File: src/rtl/spike_pkg.sv
// ---------------------------------------------------------------------------
// spike_pkg
// Shared constants and elaboration-time helpers for the spike MAC pipeline.
//   clog2        : ceiling log2, used for tree depth and counter width
//   sum_width    : width of the per-sample weighted sum (W + clog2(N))
//   level_ops    : operand count at a given adder-tree level
//   level_offset : bit offset of a tree level inside the flat tree bus
// ---------------------------------------------------------------------------
package spike_pkg;

    localparam int N_IN_DEFAULT      = 5;
    localparam int W_WIDTH_DEFAULT   = 16;
    localparam int ACC_WIDTH_DEFAULT = 32;
    localparam int T_STEPS_DEFAULT   = 8;

    function automatic int clog2(input int value);
        int result;
        result = 0;
        while ((1 << result) < value) begin
            result++;
        end
        return result;
    endfunction

    function automatic int sum_width(input int n_in, input int w_width);
        return w_width + clog2(n_in);
    endfunction

    // Each level halves the operand count, rounding up for an odd leftover.
    function automatic int level_ops(input int n_in, input int level);
        return (n_in + (1 << level) - 1) >> level;
    endfunction

    // All tree levels are packed back to back in one bus; level j operands
    // are (w_width + j) bits wide.
    function automatic int level_offset(input int n_in, input int w_width, input int level);
        int offset;
        offset = 0;
        for (int j = 0; j < level; j++) begin
            offset += level_ops(n_in, j) * (w_width + j);
        end
        return offset;
    endfunction

endpackage

File: src/rtl/spike_add_stage.sv
// ---------------------------------------------------------------------------
// spike_add_stage
// One registered level of the signed adder tree. Operands are paired and
// summed with one bit of growth; an odd leftover is sign-extended and passed
// through without adding. Data only loads on valid cycles so bubbles leave
// the register untouched.
//   clk, rst  : clock, asynchronous active-high reset
//   in_valid  : operands valid this cycle
//   in_data   : N_OPS signed operands of IN_W bits, operand i at [i*IN_W +: IN_W]
//   out_valid : registered valid
//   out_data  : ceil(N_OPS/2) signed results of IN_W+1 bits
// ---------------------------------------------------------------------------
module spike_add_stage
    import spike_pkg::*;
#(
    parameter int N_OPS = 2,
    parameter int IN_W  = 16
) (
    input  logic                                    clk,
    input  logic                                    rst,
    input  logic                                    in_valid,
    input  logic [N_OPS*IN_W-1:0]                   in_data,
    output logic                                    out_valid,
    output logic [level_ops(N_OPS, 1)*(IN_W+1)-1:0] out_data
);

    localparam int N_OUT = level_ops(N_OPS, 1);
    localparam int OUT_W = IN_W + 1;

    logic [N_OUT*OUT_W-1:0] sum_w;
    logic [N_OUT*OUT_W-1:0] data_d;
    logic [N_OUT*OUT_W-1:0] data_q;
    logic                   valid_d;
    logic                   valid_q;

    for (genvar i = 0; i < N_OUT; i++) begin : g_pair
        logic [IN_W-1:0] op_a;
        assign op_a = in_data[2*i*IN_W +: IN_W];
        if (2*i + 1 < N_OPS) begin : g_add
            logic [IN_W-1:0] op_b;
            assign op_b = in_data[(2*i+1)*IN_W +: IN_W];
            assign sum_w[i*OUT_W +: OUT_W] = {op_a[IN_W-1], op_a} + {op_b[IN_W-1], op_b};
        end else begin : g_pass
            assign sum_w[i*OUT_W +: OUT_W] = {op_a[IN_W-1], op_a};
        end
    end

    always_comb begin
        data_d  = in_valid ? sum_w : data_q;
        valid_d = in_valid;
    end

    always_ff @(posedge clk or posedge rst) begin
        if (rst) begin
            data_q  <= '0;
            valid_q <= 1'b0;
        end else begin
            data_q  <= data_d;
            valid_q <= valid_d;
        end
    end

    assign out_valid = valid_q;
    assign out_data  = data_q;

endmodule

File: src/rtl/spike_mac_pipe.sv
// ---------------------------------------------------------------------------
// spike_mac_pipe
// Pipelined spike-gated multiply-accumulate. Stage 0 registers the gated
// weights, clog2(N_IN) registered tree levels reduce them to one signed sum,
// and a final stage accumulates the sum over a frame of T_STEPS samples with
// signed saturation. Latency from in_valid to out_valid is clog2(N_IN)+2.
//   clk, rst    : clock, asynchronous active-high reset
//   in_valid    : spikes_in / weights_in / acc_clear valid this cycle
//   spikes_in   : one spike bit per channel
//   weights_in  : signed weight k at [k*W_WIDTH +: W_WIDTH]
//   acc_clear   : this sample opens a new frame
//   out_valid   : outputs below valid this cycle
//   sum_out     : signed per-sample weighted sum
//   acc_out     : signed frame accumulation including this sample
//   frame_last  : this sample closes the frame
//   sat_flag    : accumulator saturated somewhere in the current frame
// ---------------------------------------------------------------------------
module spike_mac_pipe
    import spike_pkg::*;
#(
    parameter int N_IN      = N_IN_DEFAULT,
    parameter int W_WIDTH   = W_WIDTH_DEFAULT,
    parameter int ACC_WIDTH = ACC_WIDTH_DEFAULT,
    parameter int T_STEPS   = T_STEPS_DEFAULT
) (
    input  logic                                      clk,
    input  logic                                      rst,
    input  logic                                      in_valid,
    input  logic [N_IN-1:0]                           spikes_in,
    input  logic [N_IN*W_WIDTH-1:0]                   weights_in,
    input  logic                                      acc_clear,
    output logic                                      out_valid,
    output logic signed [sum_width(N_IN, W_WIDTH)-1:0] sum_out,
    output logic signed [ACC_WIDTH-1:0]               acc_out,
    output logic                                      frame_last,
    output logic                                      sat_flag
);

    localparam int L          = clog2(N_IN);
    localparam int SUM_WIDTH  = sum_width(N_IN, W_WIDTH);
    localparam int SUM_OFFSET = level_offset(N_IN, W_WIDTH, L);
    localparam int TREE_BITS  = SUM_OFFSET + SUM_WIDTH;
    localparam int CNT_W      = clog2(T_STEPS + 1);
    localparam logic [CNT_W-1:0]     CNT_LAST = CNT_W'(T_STEPS - 1);
    localparam logic [ACC_WIDTH-1:0] ACC_MAX  = {1'b0, {(ACC_WIDTH-1){1'b1}}};
    localparam logic [ACC_WIDTH-1:0] ACC_MIN  = {1'b1, {(ACC_WIDTH-1){1'b0}}};

    logic [N_IN*W_WIDTH-1:0] prod_d, prod_q;
    logic                    valid0_d, valid0_q;
    logic [L:0]              clr_d, clr_q;

    logic [TREE_BITS-1:0]    tree_data;
    logic [L:0]              tree_vld;
    logic [SUM_WIDTH-1:0]    tree_sum;

    logic [SUM_WIDTH-1:0]    sum_d, sum_q;
    logic [ACC_WIDTH-1:0]    acc_d, acc_q;
    logic [CNT_W-1:0]        cnt_d, cnt_q;
    logic                    last_d, last_q;
    logic                    sat_d, sat_q;
    logic                    out_valid_d, out_valid_q;

    logic [ACC_WIDTH:0]      sum_ext;
    logic [ACC_WIDTH:0]      acc_base;
    logic [ACC_WIDTH:0]      acc_raw;
    logic [CNT_W-1:0]        cnt_cur;
    logic                    opens;
    logic                    ovf;

    // Stage 0: gate each weight by its spike. acc_clear travels in a shift
    // register that lines up with the tree valid bits, so it reaches the
    // accumulator together with its own sample.
    always_comb begin
        prod_d = prod_q;
        if (in_valid) begin
            for (int k = 0; k < N_IN; k++) begin
                prod_d[k*W_WIDTH +: W_WIDTH] = spikes_in[k] ? weights_in[k*W_WIDTH +: W_WIDTH] : '0;
            end
        end
        valid0_d = in_valid;
        clr_d    = {clr_q[L-1:0], in_valid & acc_clear};
    end

    always_ff @(posedge clk or posedge rst) begin
        if (rst) begin
            prod_q   <= '0;
            valid0_q <= 1'b0;
            clr_q    <= '0;
        end else begin
            prod_q   <= prod_d;
            valid0_q <= valid0_d;
            clr_q    <= clr_d;
        end
    end

    assign tree_data[0 +: N_IN*W_WIDTH] = prod_q;
    assign tree_vld[0]                  = valid0_q;

    for (genvar l = 1; l <= L; l++) begin : g_level
        spike_add_stage #(
            .N_OPS (level_ops(N_IN, l-1)),
            .IN_W  (W_WIDTH + l - 1)
        ) u_stage (
            .clk       (clk),
            .rst       (rst),
            .in_valid  (tree_vld[l-1]),
            .in_data   (tree_data[level_offset(N_IN, W_WIDTH, l-1) +: level_ops(N_IN, l-1)*(W_WIDTH+l-1)]),
            .out_valid (tree_vld[l]),
            .out_data  (tree_data[level_offset(N_IN, W_WIDTH, l) +: level_ops(N_IN, l)*(W_WIDTH+l)])
        );
    end

    assign tree_sum = tree_data[SUM_OFFSET +: SUM_WIDTH];

    // Accumulator stage. cnt_q is the index the next sample would get, so it
    // reads zero exactly after reset or after a frame_last sample; either way
    // (or an explicit clear) the sample opens a frame. The add is done one
    // bit wider so overflow shows up as disagreement of the top two bits.
    always_comb begin
        sum_ext     = {{(ACC_WIDTH+1-SUM_WIDTH){tree_sum[SUM_WIDTH-1]}}, tree_sum};
        cnt_cur     = clr_q[L] ? '0 : cnt_q;
        opens       = clr_q[L] || (cnt_q == '0);
        acc_base    = opens ? '0 : {acc_q[ACC_WIDTH-1], acc_q};
        acc_raw     = sum_ext + acc_base;
        ovf         = acc_raw[ACC_WIDTH] != acc_raw[ACC_WIDTH-1];
        sum_d       = sum_q;
        acc_d       = acc_q;
        cnt_d       = cnt_q;
        last_d      = last_q;
        sat_d       = sat_q;
        out_valid_d = tree_vld[L];
        if (tree_vld[L]) begin
            sum_d  = tree_sum;
            acc_d  = ovf ? (acc_raw[ACC_WIDTH] ? ACC_MIN : ACC_MAX) : acc_raw[ACC_WIDTH-1:0];
            last_d = (cnt_cur == CNT_LAST);
            cnt_d  = last_d ? '0 : cnt_cur + CNT_W'(1);
            sat_d  = (opens ? 1'b0 : sat_q) | ovf;
        end
    end

    always_ff @(posedge clk or posedge rst) begin
        if (rst) begin
            sum_q       <= '0;
            acc_q       <= '0;
            cnt_q       <= '0;
            last_q      <= 1'b0;
            sat_q       <= 1'b0;
            out_valid_q <= 1'b0;
        end else begin
            sum_q       <= sum_d;
            acc_q       <= acc_d;
            cnt_q       <= cnt_d;
            last_q      <= last_d;
            sat_q       <= sat_d;
            out_valid_q <= out_valid_d;
        end
    end

    assign out_valid  = out_valid_q;
    assign sum_out    = sum_q;
    assign acc_out    = acc_q;
    assign frame_last = last_q;
    assign sat_flag   = sat_q;

endmodule

File: config.mk
export PLATFORM = sky130hd
export DESIGN_NAME = spike_mac_pipe
export DESIGN_NICKNAME = d
export VERILOG_FILES = /design/src/rtl/spike_pkg.sv /design/src/rtl/spike_add_stage.sv /design/src/rtl/spike_mac_pipe.sv
export SDC_FILE = /design/constraint.sdc
export NUM_CORES = 1
export LEC_CHECK = 0
export CAP_MARGIN = 25
export CORE_MARGIN = 10
export CORE_UTILIZATION = 63
export CTS_BUF_LIST = sky130_fd_sc_hd__clkbuf_16
export CTS_CLUSTER_DIAMETER = 120
export DETAILED_ROUTE_END_ITERATION = 8
export GPL_ROUTABILITY_DRIVEN = 0
export PLACE_DENSITY = 0.87
export SLEW_MARGIN = 25
export SYNTH_ARGS = -nofsm -noshare
export SYNTH_HDL_FRONTEND = slang
export SYNTH_HIERARCHICAL = 1
export SYNTH_SLANG_ARGS = --single-unit
File: constraint.sdc
create_clock -name clk -period 14.5 [get_ports clk]
set_input_delay 2.9 -clock clk [delete_from_list [all_inputs] [get_ports clk]]
set_output_delay 2.9 -clock clk [all_outputs]
set_load 0.03 [all_outputs]
==> reports/qor.csv <==
stage;metric;value;unit
status;status;finished clean;
synthesis;Syn Inst Count;1536;
critical_path;Max Fanout on Critical Path;18;
critical_path;Most Frequent Cell on Critical Path;a21oi_1;
sta;total negative slack;0;ns
global_routing;initial antenna violation count;0;
cts;CTS HTree Levels;1;
sta;RSZ-0062 raised after global routing;false;
synthesis;Unique masters post-synth;88;
routing;First DRT Iteration DRCs;1037;
routing;DRT antenna net count;0;
synthesis;Post-synth EDFFs;0;
global_routing;gr ovfl total;0;
synthesis;area share of the largest cell type after synthesis;42.7;%
die;CORE AREA;22800;um^2
routing;DRT Wirelength;35200;um
critical_path;crit path from;cnt_q[2];
cells_and_area;final net count;1849;
cells_and_area;Fillers;1524;
critical_path;WS Path Type;register to register;
synthesis;synth warn;6;
cells_and_area;share of cells above drive strength 1;11.0;%
cts;clk slew on worst S/H paths;0.06;ns
power_and_ir_drop;Power per Cell Area;203;nW/um^2
cts;# Post-CTS Setup Buffers;0;
worst_hold_path;hold wc startpoint;clr_q[0];
sta;Hold Vio Cnt, Final;0;
cts;post-CTS sizing;0;
cells_and_area;commonest cells after routing, fill and taps aside;248 x dfrtp_1, 156 x o21ai_0, 152 x nand2_1;
job;Max-Cap Viols;0;
cts;root buffer cell;clkbuf_16;
global_routing;vias in the first global route;12100;
place;Port Buffers;142;
sta;Slew headroom;45.2;%
critical_path;CP max-delay cell;nor2_1;
cts;CTS tree;built;
synthesis;Synth Register Bits;250;
sta;clock skew;0.0102;ns
cts;clk_lat worst skew;0.55;ns
critical_path;slowest stage delay, CP;0.65;ns
cells_and_area;most common cell after layout, fill and taps aside;dfrtp_1;
global_routing;Global Route Usage Sum;23.0;%
sta;max-slew violations;0;
die;# IOs;143;
routing;drc violations;0;
power_and_ir_drop;leakage;7.74;nW
routing;Vias/cell;5.93;
place;Placed Area;16300;um^2
synthesis;post-synth top area cell;dfrtp_1;
critical_path;Setup crit end kind;register;
synthesis;syn_nets;1730;
place;Post-DP HPWL;25600;um
die;die area;29800;um^2
synthesis;Mapped Area;14700;um^2
cells_and_area;design area;17100;um^2
cells_and_area;area growth from synthesis to layout;16.6;%
critical_path;worst path arrival time;5.33;ns
die;Initial Util;64.3;%
die;Die Wd;173;um
synthesis;top_reg_cell synth;dfrtp_1;
sta;Finish-stage setup viols;0;
critical_path;worst path bufs/invs;2;
critical_path;RR Startpoint;cnt_q[2];
synthesis;ranking of synthesized cells by area;dfrtp_1 43%, ha_1 8.5%, mux2_2 7.5%;
sta;Min Clock Period, post-route;4.88;ns
die;cell row count;55;
critical_path;CP Launch Type;register;
synthesis;sequential fraction of the synthesis area;42.7;%
synthesis;post-synthesis average cell area;9.54;um^2
routing;wire per inst;17.7;um
cells_and_area;number of diodes;0;
worst_hold_path;hold crit path type;register to register;
cts;CTS Hold Bufs;0;
power_and_ir_drop;IR drop worst, VDD;0.000117;V
routing;Via Count;11800;
sta;period utilization;33.7;%
die;height of the chip;173;um
critical_path;CP Cell Sequence;nor4_2 -> buf_4 -> nor2_1 -> and2_1 -> ha_1 -> inv_1 -> fa_1 -> nand2b_1 -> a21oi_1 -> o41a_1 -> o211ai_1 -> a21oi_1 -> nor3_2 -> o21ai_1 -> nand2_1 -> o22ai_1;
routing;Initial DRT Pass Iterations;5;
cts;CTS Buf Count;27;
critical_path;CP delay by family, top;simple AND/OR/NAND/NOR gates;
sta;fmax;0.205;GHz
critical_path;Required @ worst endpoint;14.95;ns
cts;Clock Sinks;250;
global_routing;first-pass GRT wire length;59100;um
sta;Worst-Margin Slew;0.820;ns
global_routing;largest net degree at the start of global routing;88;
synthesis;ys async rst share;100;%
cts;Clock Tree Buf Depth;3;
## worst paths after layout
kind / depth (start not counted) / endpoint / slack, ns
worst min-delay path: 0 / clr_q[1] / 0.36
worst min register to register: 0 / clr_q[1] / 0.36
min in group asynchronous: 2 / g_level[1].u_stage/out_data[42] / 2.89
max in group asynchronous: 3 / acc_out[26] / 10.45
worst max-delay path: 16 / acc_out[17] / 9.62
worst max register to register: 16 / acc_out[17] / 9.62
## Yosys cell counts (4+ instances only)
master	n
o211ai_1	11
nor2_1	74
buf_2	5
and3_1	8
o311ai_0	5
clkbuf_1	47
o22ai_1	18
dfrtp_1	250
nand4_1	15
xor2_1	23
o21ai_0	156
a211o_1	5
nand2_1	152
and2_1	24
nand2b_1	11
fa_1	5
a21o_1	26
a31oi_1	9
ha_1	100
o21a_1	21
mux2_2	97
nand3_1	18
a21oi_2	7
nor3_1	35
inv_1	137
o21bai_1	10
nor2b_1	7
a211oi_1	11
a21oi_1	101
o31ai_1	8
mux2i_1	5
buf_6	4
o21ai_1	4
o2bb2ai_1	11
xnor2_1	40
## metal layers
layer / up-vias / part of all wire, % / GRT usage [%]
met5: - / 0 / 0
met4: 0 / 2.9 / 7.43
met3: 81 / 5.6 / 3.63
met2: 402 / 48 / 38.4
met1: 5672 / 43 / 29.8
li1: 5647 / - / -
## stage by stage
| stage | instances | utilization [%] | hold WS (ns) | power (mW) | setup WS (ns) |
|---|---|---|---|---|---|
| 2_1_floorplan | 1536 | - | 0.331 | 2.30 | 7.76 |
| 3_3_place_gp | 1938 | 71.3 | 0.348 | 2.74 | 9.53 |
| 3_5_place_dp | 1939 | 71.4 | 0.340 | 2.81 | 9.45 |
| 4_1_cts | 1989 | 75.0 | 0.358 | 3.45 | 9.64 |
| 5_1_grt | 1989 | 75.0 | 0.370 | 3.70 | 9.30 |
| 6_report | 1989 | 75.0 | 0.358 | 3.47 | 9.62 |
## cell type report
type	count	area, um^2	share of cell area, %
Tap cell	313	392	2.29
Sequential cell	250	6260	36.6
Clock inverter	23	129	0.754
Clock buffer	27	676	3.96
Inverter	138	523	3.06
Timing Repair Buffer	152	1510	8.83
Multi-Input combinational cell	1086	7600	44.5
## cell families (layout without fill, tap and decap cells)
kind of cell               after synthesis  after routing  synth area share [%]
DFF                                    250            250                  42.7
xor gates and xnor gates                63             63                  3.76
buffers and inverters                  200            340                  5.54
adders and majority gates              107            107                  9.37
AOI/OAI and AO/OA                      443            443                  18.9
muxes                                  103            103                  7.90
and+or+nand+nor                        370            370                  11.9
## flip-flops by register name, indices dropped and copies added, names as in the netlist
name,cells
sat_flag,1
cnt_q,4
frame_last,1
clr_q,4
sum_out,19
prod_q,80
g_level.u_stage/out_valid,3
g_level.u_stage/out_data,104
out_valid,1
valid0_q,1
acc_out,32
## power breakdown
group	switching, mW	internal, mW	leakage [nW]
clock network	0.286	0.341	0.407
registers	0.158	0.885	3.12
logic	1.04	0.764	4.22
Power figures use the tool's default switching activity.
